### config.mk
export PLATFORM = sky130hd
export DESIGN_NAME = serial_tx
export DESIGN_NICKNAME = d
export VERILOG_FILES = /design/src/rtl/serial_tx.sv
export SDC_FILE = /design/constraint.sdc
export NUM_CORES = 1
export LEC_CHECK = 0
export CAP_MARGIN = 15
export CORE_MARGIN = 2
export CORE_UTILIZATION = 56
export CTS_BUF_LIST = sky130_fd_sc_hd__clkbuf_8
export DETAILED_ROUTE_END_ITERATION = 7
export PLACE_DENSITY = 0.95
export SLEW_MARGIN = 20
export SYNTH_ARGS = -nofsm -noshare
export SYNTH_HDL_FRONTEND = slang
export SYNTH_SLANG_ARGS = --single-unit
### constraint.sdc
create_clock -name clock -period 7.4 [get_ports clock]
set_clock_uncertainty 0.15 [all_clocks]
set_input_delay 1.11 -clock clock [delete_from_list [all_inputs] [get_ports clock]]
set_output_delay 1.11 -clock clock [all_outputs]
set_load 0.01 [all_outputs]
### src/rtl/serial_tx.sv
`default_nettype none
// ============================================================================
// Module   : serial_tx
// Brief    : TileLink-UL mapped 8N1 UART transmitter with a byte TX FIFO.
// Revision : 1.0 - initial release
// ============================================================================

typedef struct packed {
  logic [2:0]  a_opcode;
  logic [31:0] a_address;
  logic [3:0]  a_mask;
  logic [31:0] a_data;
  logic        a_valid;
} tilelink_a;

typedef struct packed {
  logic [2:0]  d_opcode;
  logic [31:0] d_data;
  logic        d_error;
  logic        d_valid;
} tilelink_d;

module serial_tx #(
  parameter logic [31:0] addr_mask      = 32'hF000_0000,
  parameter logic [31:0] addr_tag       = 32'hC000_0000,
  parameter int          cycles_per_bit = 868,
  parameter int          fifo_depth     = 8
) (
  input  logic      clock,
  input  logic      reset_in_n,
  input  tilelink_a tick_tla,
  output tilelink_d bus_tld,
  output logic      tx_line,
  output logic      tx_busy
);

  localparam int PTR_W  = $clog2(fifo_depth) + 1;
  localparam int IDX_W  = PTR_W - 1;
  localparam int BAUD_W = $clog2(cycles_per_bit);
  localparam logic [BAUD_W-1:0] BAUD_LAST = BAUD_W'(cycles_per_bit - 1);

  localparam logic [2:0] OP_PUT_FULL    = 3'd0;
  localparam logic [2:0] OP_PUT_PARTIAL = 3'd1;
  localparam logic [2:0] OP_GET         = 3'd4;
  localparam logic [2:0] OP_ACK         = 3'd0;
  localparam logic [2:0] OP_ACK_DATA    = 3'd1;

  typedef enum logic [1:0] {
    IDLE  = 2'd0,
    START = 2'd1,
    DATA  = 2'd2,
    STOP  = 2'd3
  } state_t;

  state_t            state;
  logic [BAUD_W-1:0] baud_cnt;
  logic [2:0]        bit_idx;
  logic [7:0]        shreg;
  logic [7:0]        mem [fifo_depth];
  logic [PTR_W-1:0]  wr_ptr;
  logic [PTR_W-1:0]  rd_ptr;
  logic [PTR_W-1:0]  count;
  logic              full;
  logic              empty;
  logic              sel;
  logic              is_get;
  logic              is_put;
  logic              txdata_wr;
  logic              push;
  logic [31:0]       status;
  logic              unused_bits;

  assign count     = wr_ptr - rd_ptr;
  assign full      = (count == PTR_W'(fifo_depth));
  assign empty     = (count == '0);
  assign sel       = tick_tla.a_valid && ((tick_tla.a_address & addr_mask) == addr_tag);
  assign is_get    = (tick_tla.a_opcode == OP_GET);
  assign is_put    = (tick_tla.a_opcode == OP_PUT_FULL) || (tick_tla.a_opcode == OP_PUT_PARTIAL);
  assign txdata_wr = sel && is_put && (tick_tla.a_address[3:2] == 2'd0) && tick_tla.a_mask[0];
  // Full comes from the registered count, so a same-cycle pop never rescues a push.
  assign push      = txdata_wr && !full;
  assign status    = {24'd0, 4'(count), 1'b0, tx_busy, empty, full};
  assign unused_bits = ^{tick_tla.a_data[31:8], tick_tla.a_mask[3:1]};

  always_ff @(posedge clock) begin
    if (push) begin
      mem[wr_ptr[IDX_W-1:0]] <= tick_tla.a_data[7:0];
    end
  end

  always_ff @(posedge clock or negedge reset_in_n) begin
    if (!reset_in_n) begin
      bus_tld <= '0;
      wr_ptr  <= '0;
    end else begin
      bus_tld.d_valid  <= sel;
      bus_tld.d_opcode <= (sel && is_get) ? OP_ACK_DATA : OP_ACK;
      bus_tld.d_data   <= (sel && is_get && (tick_tla.a_address[3:2] == 2'd1)) ? status : '0;
      bus_tld.d_error  <= txdata_wr && full;
      if (push) begin
        wr_ptr <= wr_ptr + PTR_W'(1);
      end
    end
  end

  always_ff @(posedge clock or negedge reset_in_n) begin
    if (!reset_in_n) begin
      state    <= IDLE;
      baud_cnt <= '0;
      bit_idx  <= '0;
      shreg    <= '0;
      rd_ptr   <= '0;
      tx_line  <= 1'b1;
      tx_busy  <= 1'b0;
    end else begin
      tx_busy <= (state != IDLE) || !empty;
      case (state)
        IDLE: begin
          tx_line <= 1'b1;
          if (!empty) begin
            shreg    <= mem[rd_ptr[IDX_W-1:0]];
            rd_ptr   <= rd_ptr + PTR_W'(1);
            baud_cnt <= '0;
            tx_line  <= 1'b0;
            state    <= START;
          end
        end
        START: begin
          if (baud_cnt == BAUD_LAST) begin
            baud_cnt <= '0;
            bit_idx  <= '0;
            tx_line  <= shreg[0];
            state    <= DATA;
          end else begin
            baud_cnt <= baud_cnt + BAUD_W'(1);
          end
        end
        DATA: begin
          if (baud_cnt == BAUD_LAST) begin
            baud_cnt <= '0;
            if (bit_idx == 3'd7) begin
              tx_line <= 1'b1;
              state   <= STOP;
            end else begin
              bit_idx <= bit_idx + 3'd1;
              tx_line <= shreg[bit_idx + 3'd1];
            end
          end else begin
            baud_cnt <= baud_cnt + BAUD_W'(1);
          end
        end
        STOP: begin
          if (baud_cnt == BAUD_LAST) begin
            baud_cnt <= '0;
            // Chain straight into the next start bit when more data is waiting.
            if (!empty) begin
              shreg   <= mem[rd_ptr[IDX_W-1:0]];
              rd_ptr  <= rd_ptr + PTR_W'(1);
              tx_line <= 1'b0;
              state   <= START;
            end else begin
              tx_line <= 1'b1;
              state   <= IDLE;
            end
          end else begin
            baud_cnt <= baud_cnt + BAUD_W'(1);
          end
        end
        default: begin
          tx_line <= 1'b1;
          state   <= IDLE;
        end
      endcase
    end
  end

endmodule

`default_nettype wire

==> results of run 1 <==
==> power by group <==
group,total (µW),leakage (µW),switching [µW],internal (µW)
combinational,550,0.000877,303,247
clock,371,0.000108,230,140
sequential,763,0.00112,71.2,692
==> area by class of cell <==
class	instances	area (µm²)
Clock inverter	7	93.8
Clock buffer	9	124
Tap cell	105	131
Timing Repair Buffer	40	375
Fill cell	577	2880
Inverter	13	48.8
Multi-Input combinational cell	220	1640
Sequential cell	107	3000
==> state kept, by name, indices dropped and copies added (netlist names) <==
register  count
baud_cnt     10
state         2
tx_line       1
bus_tld      10
bit_idx       3
tx_busy       1
shreg         8
wr_ptr        4
mem          64
rd_ptr        4
==> Yosys cell counts, types with 6 or more instances <==
cell      instances  area [µm²]
a22o_1            6        52.6
a31oi_1           9        56.3
and3_1            8        50.1
buf_4            29         218
dfrtp_1          42        1050
edfxtp_1         64        1920
ha_1             13         163
inv_1            12        45.0
mux4_2           17         383
nand2_1          32         120
nor2_1           24        90.1
nor3_1            7        35.0
o21ai_0          17        85.1
xnor2_1          10        87.6
==> routing by layer <==
metal / global-route usage / share of wire / up-vias
li1: - / - / 1321
met4: 0.0509 / 0.017 / 0
met1: 0.241 / 0.39 / 1425
met3: 0.0535 / 0.063 / 19
met5: 0 / 0 / -
met2: 0.353 / 0.53 / 123
==> cell families after synthesis <==
logic type	Yosys count	synth area share
fa+ha+maj	14	0.0377
simple gates	100	0.106
other cells	1	0.000774
buf+inv	50	0.0622
compound gates	47	0.0671
flops	107	0.619
xor+xnor	11	0.0199
mux	21	0.0878
==> worst min-delay path by stage <==
stage / from / endpoint / depth (start not counted)
global route: rd_ptr[3] / rd_ptr[3] / 1
CTS: tx_busy / bus_tld[4] / 2
global placement: baud_cnt[5] / baud_cnt[5] / 1
floorplan: baud_cnt[5] / baud_cnt[5] / 1
detailed placement: baud_cnt[5] / baud_cnt[5] / 1
finish: tx_busy / bus_tld[4] / 2
==> metrics by stage <==
step,std cells,power [µW],utilization
2_1_floorplan,377,1200,-
3_3_place_gp,485,1280,0.626
3_5_place_dp,485,1320,0.626
4_1_cts,501,1690,0.653
5_1_grt,501,1780,0.653
6_report,501,1680,0.653
==> tightest hold or removal path, stage by stage, from the launching register on <==
cell and delay [ns]:
dfrtp_1 0.39, inv_1 0.06, nor2_1 0.04
==> results.ini, run 1 <==
[status]
status=complete, no violations

[setup_path]
crit_family=simple AND/OR/NAND/NOR gates
rr_worst_depth=8
crit_type=reg -> reg
slowest_delay_ns=0.90
crit_buf_inv=2
cp-start-kind=flop
critPathCaptureType=flop
path_max_fanout=19
crit_end=mem[5][3]
crit_chain=inv_1 -> ha_1 -> and3b_1 -> or3_4 -> a31oi_4 -> nand2_1 -> nor3_1 -> buf_4
worstSetupStartpoint=rd_ptr[1]
r2r-start=rd_ptr[1]
cp_data_required_time_ns=7.36
rrSetupSlack_ns=3.69
r2r_end=mem[5][3]
cp_slowest_cell=dfrtp_1
cp.arrival_ns=3.67
crit_cells=8

[logic_synthesis]
avgSynthCellArea_um2=13.8
yosys.cell_types.count=52
syn_area_um2=4850
ys.flop_type=edfxtp_1
synth-seq-cells=107
synth-edff-count=64
ys_warn_count=0
synthCells=351
synthArstFlopShare=0.402
yosysSeqAreaShare=0.619

[timing]
rsz0062_at_grt=no
relSlewSlack=0.358
maxSlewViolCount=0
finalSetupTns_ns=0
period_share=0.501
final.min_clock_period_ns=3.71
whs_ns=0.357
worstMarginPinSlew_ns=0.964
timing.fmax_ghz=0.270
setup_viol=0
worst_slack_ns=3.69
hold_viol=0

[cts]
clkTransAtPathRegs_ns=0.12
clock_path_buffers=2
cts_tree=yes
clock_latency_ns=0.39
ctsHtreeMaxLevel=3
cts_hold_buf=0
cts-root-buf=clkbuf_8
post-cts-setup-buffers=0
clock_sinks=107
cts_buffers=9
cts_resized=0

[detailed_routing]
ant_nets=0
drc=0
wire_per_inst_um=17.5
via_per_inst=5.76
wl_um=8740
vias=2888
dr.first_iter.drc_count=177
firstDrtPassIters=4

[grt]
grt.total_usage=0.198
grt_overflow=0
antenna_found_initial=0
grt_start_max_net_pins=44
grt_pass1_wl_um=14600
grt_pass1_vias=2933

[die]
core_area_um2=8300
rows=33
initial_core_util=0.584
die_h_um=97.0
die-width_um=97.0
io_pins=113
dieArea_um2=9420

[power_and_ir_drop]
p_leak_uw=0.00211
powerDensity_nw_per_um2=311
ir_drop_mv=0.194

[finish]
num-nets-final=479
drive_gt1_frac=0.129
syn2layout_area_growth_pct=11.7
mostFrequentLayoutCells=edfxtp_1 (64), dfrtp_1 (42), nand2_1 (32)
antenna_cells=0
final_common_cell=edfxtp_1
design_area_um2=5420

[placement]
dp_hpwl_um=6140
place_ws_ns=3.65
placed_cell_area_um2=5200
port_buffers=32
globalplace.congestion=0.790

[worst_hold_path]
hp-class=reg -> reg

[flow_run]
maxCapViolCount=0

Power figures use the tool's default switching activity.
==> inputs of run 2 (changes only) <==
--- a/config.mk
+++ b/config.mk
@@ -7,10 +7,10 @@
 export LEC_CHECK = 0
 export CAP_MARGIN = 15
 export CORE_MARGIN = 2
-export CORE_UTILIZATION = 56
+export CORE_UTILIZATION = 47
 export CTS_BUF_LIST = sky130_fd_sc_hd__clkbuf_8
 export DETAILED_ROUTE_END_ITERATION = 7
-export PLACE_DENSITY = 0.95
+export PLACE_DENSITY = 0.86
 export SLEW_MARGIN = 20
 export SYNTH_ARGS = -nofsm -noshare
 export SYNTH_HDL_FRONTEND = slang
==> constraint.sdc (replaced) <==
create_clock -name clock -period 3.11 [get_ports clock]
set_clock_uncertainty 0.15 [all_clocks]
set_input_delay 0.4665 -clock clock [delete_from_list [all_inputs] [get_ports clock]]
set_output_delay 0.4665 -clock clock [all_outputs]
set_load 0.01 [all_outputs]
==> results.ini, run 2 (same netlist as run 1, synthesis figures left out) <==
[status]
status=complete, no violations

[placement]
dp_hpwl_um=5780  ; -5.9%
place_ws_ns=0.118  ; -3.53 ns
globalplace.congestion=0.836  ; +5.7%
port_buffers=32  ; unchanged

[setup_path]
slowest_delay_ns=0.39  ; -0.51 ns
worst_path_most_repeated_cell=inv_1
cp_data_required_time_ns=2.99  ; -4.37 ns
path_max_fanout=8  ; -11
cp_slowest_cell=dfrtp_1
crit_buf_inv=3  ; +1
crit_family=adder cells
crit_type=reg -> reg
cp-start-kind=flop
crit_chain=inv_1 -> ha_1 -> inv_1 -> fa_1 -> xnor2_1 -> and3_4 -> a31oi_4 -> nand4_1 -> inv_1
critPathCaptureType=flop
cp.arrival_ns=2.74  ; -0.93 ns

[timing]
setup_viol=0  ; unchanged
worstMarginPinSlew_ns=0.924  ; -0.0395 ns
period_share=0.919  ; +0.418
relSlewSlack=0.384  ; +0.0263
rsz0062_at_grt=no
maxSlewViolCount=0  ; unchanged
timing.fmax_ghz=0.350  ; +30%
worst_slack_ns=0.253  ; -3.44 ns
hold_viol=0  ; unchanged
final.min_clock_period_ns=2.86  ; -0.851 ns
finalSetupTns_ns=0  ; unchanged

[cts]
clock_latency_ns=0.37  ; -0.02 ns
ctsHtreeMaxLevel=3  ; unchanged
cts_tree=yes
clock_path_buffers=2  ; unchanged
clkTransAtPathRegs_ns=0.12  ; about the same
cts-root-buf=clkbuf_8
cts_buffers=9  ; unchanged
cts_resized=0  ; unchanged
clock_sinks=107  ; unchanged

[worst_hold_path]
hp-class=in -> async

[detailed_routing]
wl_um=8190  ; -6.3%
via_per_inst=5.30  ; -8.1%
vias=2855  ; -1.1%
drc=0  ; unchanged
firstDrtPassIters=4  ; unchanged
wire_per_inst_um=15.2  ; -13%
dr.first_iter.drc_count=137  ; -23%
ant_nets=0  ; unchanged

[grt]
grt_pass1_vias=2854  ; -2.7%
grt_pass1_wl_um=13700  ; -5.9%
grt_overflow=0  ; unchanged
grt_start_max_net_pins=44  ; unchanged
antenna_found_initial=0  ; unchanged
grt.total_usage=0.156  ; -0.0425

[die]
io_pins=113  ; unchanged
initial_core_util=0.476  ; -0.108
core_area_um2=10200  ; +23%
rows=37  ; +12%
dieArea_um2=11100  ; +18%
die-width_um=106  ; +8.8%
die_h_um=106  ; +8.8%

[finish]
num-nets-final=486  ; +1.5%
syn2layout_area_growth_pct=14.4
antenna_cells=0  ; unchanged
nFillCells=837  ; +45%
mostFrequentLayoutCells=edfxtp_1 (64), dfrtp_1 (42), nand2_1 (32)
largest_register_ffs=64  ; unchanged
post-route-util=0.544  ; -0.108
drive_gt1_frac=0.154  ; +0.0251
final_common_cell=edfxtp_1

[power_and_ir_drop]
powerDensity_nw_per_um2=720  ; +130%
p_leak_uw=0.00217  ; +2.8%
ir_drop_mv=0.391  ; +100%

[flow_run]
maxCapViolCount=0  ; unchanged

-- run 2: where the power goes --
part	internal, µW	switching, µW	total (µW)
Combinational	628	761	1390
Clock	328	531	858
Sequential	1650	93.5	1740
-- run 2: through the flow --
step	area, µm²	hold WS, ns	cells	power [µW]
finish	5540	0.0793	539	3990
CTS	5520	0.0979	538	4020
global route	5540	0.140	539	4240
global placement	5310	0.322	522	3100
detailed placement	5310	0.339	522	3160
floorplan	4970	0.0209	377	2850
-- run 2: timing repair --
action / 4_1_cts / 5_1_grt
buffers inserted: 0 / 1
hold buffers: 0 / 0
setup endpoints to repair: 0 / 8
hold endpoints to repair: 0 / 0
-- run 2: final cells by class --
| class | count | area, µm² | share of cell area |
|---|---|---|---|
| Tap cell | 136 | 170 | 0.0307 |
| Sequential cell | 107 | 3000 | 0.541 |
| Multi-Input combinational cell | 220 | 1670 | 0.301 |
| Clock inverter | 7 | 91.3 | 0.0165 |
| Inverter | 13 | 48.8 | 0.00880 |
| Clock buffer | 9 | 124 | 0.0223 |
| Timing Repair Buffer | 47 | 440 | 0.0794 |
-- run 2: routing by layer --
metal  part of all wire  vias up  track usage
li1                   -     1338            -
met1               0.44     1427        0.198
met2               0.51       81        0.267
met3              0.042        9       0.0371
met4              0.011        0       0.0461
met5                  0        -            0
-- run 2: worst register-to-register path: cells and delay by family (launching register included) --
kind / cells / cell delay [ns]
XOR/XNOR: 1 / 0.16
buffers and inverters: 3 / 0.58
AO/OA/AOI/OAI: 1 / 0.24
AND/OR/NAND/NOR: 2 / 0.40
adder cells (fa/ha/maj): 2 / 0.59
flip-flops: 1 / 0.39
-- run 2: final timing paths --
path / startpoint / endpoint / slack, ns / cells after the start
worst max register to register: wr_ptr[0] / mem[7][6] / 0.25 / 9
worst min register to register: wr_ptr[3] / wr_ptr[3] / 0.35 / 1
max in group asynchronous: reset_in_n / bit_idx[0] / 2.15 / 1
min in group clock: wr_ptr[3] / wr_ptr[3] / 0.35 / 1
worst min-delay path: reset_in_n / bus_tld[0] / 0.08 / 1
worst max-delay path: wr_ptr[0] / mem[7][6] / 0.25 / 9
==> inputs of run 3 (changes only) <==
--- a/config.mk
+++ b/config.mk
@@ -5,8 +5,9 @@
 export SDC_FILE = /design/constraint.sdc
 export NUM_CORES = 1
 export LEC_CHECK = 0
+export ABC_AREA = 0
 export CAP_MARGIN = 15
-export CORE_MARGIN = 2
+export CORE_MARGIN = 4
 export CORE_UTILIZATION = 47
 export CTS_BUF_LIST = sky130_fd_sc_hd__clkbuf_8
 export DETAILED_ROUTE_END_ITERATION = 7
==> results.ini, run 3 (same netlist as run 1, synthesis figures left out) <==
[cts]
post-cts-setup-buffers=0  ; unchanged
clock_sinks=107  ; unchanged
cts_hold_buf=0  ; unchanged
clock_path_buffers=2  ; unchanged
cts_buffers=9  ; unchanged
ctsHtreeMaxLevel=3  ; unchanged
cts-root-buf=clkbuf_8
cts_resized=0  ; unchanged
clock_latency_ns=0.37  ; about the same
clkTransAtPathRegs_ns=0.11  ; about the same
cts_tree=yes

[die]
io_pins=113  ; unchanged
dieArea_um2=12000  ; +7.7%
initial_core_util=0.489  ; +0.0132
rows=36  ; -2.7%
die_h_um=110  ; +3.8%
core_area_um2=9910  ; -2.7%
die-width_um=110  ; +3.8%

[setup_path]
path_max_fanout=8  ; unchanged
crit_type=reg -> reg
critPathCaptureType=flop
crit_cells=9  ; unchanged
crit_end=mem[6][6]
crit_family=simple AND/OR/NAND/NOR gates
r2r-start=wr_ptr[0]
worst_path_most_repeated_cell=inv_1
worstSetupStartpoint=wr_ptr[0]
crit_buf_inv=2  ; -1
cp_data_required_time_ns=2.98  ; about the same
cp-start-kind=flop
rrSetupSlack_ns=0.20  ; -0.05 ns
r2r_end=mem[6][6]
cp.arrival_ns=2.78  ; +0.04 ns
cp_slowest_cell=nor3b_4
rr_worst_depth=9  ; unchanged
crit_chain=inv_1 -> ha_1 -> inv_1 -> fa_1 -> xnor2_1 -> and3_4 -> a31oi_4 -> nand2_1 -> nor3b_4
slowest_delay_ns=0.50  ; +0.11 ns

[timing]
hold_viol=0  ; unchanged
maxSlewViolCount=0  ; unchanged
timing.fmax_ghz=0.344  ; -1.7%
relSlewSlack=0.378  ; -0.00627
worst_slack_ns=0.204  ; -0.0491 ns
worstMarginPinSlew_ns=0.934  ; +0.00940 ns
setup_viol=0  ; unchanged
period_share=0.934  ; +0.0158
whs_ns=0.0749  ; -0.00436 ns
rsz0062_at_grt=no
final.min_clock_period_ns=2.91  ; +0.0491 ns

[placement]
port_buffers=32  ; unchanged
dp_hpwl_um=6090  ; +5.5%
place_ws_ns=0.199  ; +0.0805 ns
placed_cell_area_um2=5310  ; about the same
globalplace.congestion=0.799  ; -4.3%

[status]
status=complete, no violations

[detailed_routing]
wl_um=8380  ; +2.4%
wire_per_inst_um=15.6  ; +2.9%
ant_nets=0  ; unchanged
dr.first_iter.drc_count=222  ; +62%
firstDrtPassIters=4  ; unchanged
vias=2830  ; -0.88%
drc=0  ; unchanged
via_per_inst=5.28  ; -0.32%

[grt]
grt.total_usage=0.155  ; -0.00105
grt_pass1_wl_um=14200  ; +3.8%
antenna_found_initial=0  ; unchanged
grt_overflow=0  ; unchanged
grt_pass1_vias=2897  ; +1.5%
grt_start_max_net_pins=44  ; unchanged

[finish]
largest_register_ffs=64  ; unchanged
final_common_cell=edfxtp_1
drive_gt1_frac=0.154  ; unchanged
syn2layout_area_growth_pct=13.8
design_area_um2=5520  ; -0.50%
num-nets-final=486  ; unchanged
mostFrequentLayoutCells=edfxtp_1 (64), dfrtp_1 (42), nand2_1 (32)
antenna_cells=0  ; unchanged

[power_and_ir_drop]
pwr-share-comb=0.346  ; -0.002
p_leak_uw=0.00216  ; -0.38%
p_sw_uw=1360  ; -2.0%
p_sw_frac=0.344  ; -0.00273
clockPowerShare=0.212  ; -0.003
seq_power_share=0.443  ; +0.006
p_int_uw=2580  ; -0.85%
power_uw=3940  ; -1.3%
powerDensity_nw_per_um2=714  ; -0.77%
ir_drop_mv=0.450  ; +15%

[worst_hold_path]
hp-class=in -> async

[flow_run]
maxCapViolCount=0  ; unchanged

[run 3: cell count changes in the layout (fill, tap and decap cells not counted)]
cell | previous run | this run
buf_12 | 1 | 0
buf_4 | 14 | 15
clkinv_4 | 2 | 1
inv_8 | 0 | 2
clkinvlp_4 | 0 | 1
inv_12 | 1 | 0
clkinv_8 | 3 | 2
[run 3: cell type report]
cell class / count / area (µm²)
tap: 133 / 166
sequential: 107 / 3000
clock buffer: 9 / 124
inverter: 13 / 48.8
fill: 789 / 4390
multi-input combinational: 220 / 1670
timing repair buffer: 47 / 428
clock inverter: 7 / 80.1
[run 3: power by group through the flow]
stage                     sequential [µW]  clock, µW  combinational, µW
after detailed placement             1770          0               1370
after CTS                            1740        862               1380
after global placement               1760          0               1320
after global routing                 1760        926               1540
after floorplan                      1750          0               1090
final                                1740        834               1360
[run 3: routing by layer]
| layer | up-vias | GRT usage | wire, µm |
|---|---|---|---|
| met1 | 1397 | 0.198 | 3620 |
| li1 | 1331 | - | - |
| met5 | - | 0 | 0 |
| met2 | 95 | 0.265 | 4150 |
| met3 | 7 | 0.0399 | 541 |
| met4 | 0 | 0.0374 | 74 |
[run 3: worst min path at each step]
| stage | from | cells past startpoint | end | slack (ns) |
|---|---|---|---|---|
| after global routing | reset_in_n | 1 | baud_cnt[5] | 0.16 |
| after floorplan | reset_in_n | 0 | baud_cnt[0] | 0.02 |
| after detailed placement | baud_cnt[5] | 1 | baud_cnt[5] | 0.33 |
| final | reset_in_n | 1 | baud_cnt[5] | 0.07 |
| after CTS | reset_in_n | 1 | bus_tld[4] | 0.09 |
| after global placement | baud_cnt[5] | 1 | baud_cnt[5] | 0.32 |
[run 3: worst register-to-register path, stage by stage, from the launching register on]
cell	delay, ns
dfrtp_1	0.39
inv_1	0.17
ha_1	0.21
inv_1	0.06
fa_1	0.37
xnor2_1	0.16
and3_4	0.22
a31oi_4	0.16
nand2_1	0.16
nor3b_4	0.50
[run 3: per-stage QoR]
step                instances  utilization  setup TNS (ns)
global placement          520        0.536               0
floorplan                 377            -           -1.19
detailed placement        520        0.536               0
global route              536        0.557               0
finish                    536        0.557               0
CTS                       536        0.557               0
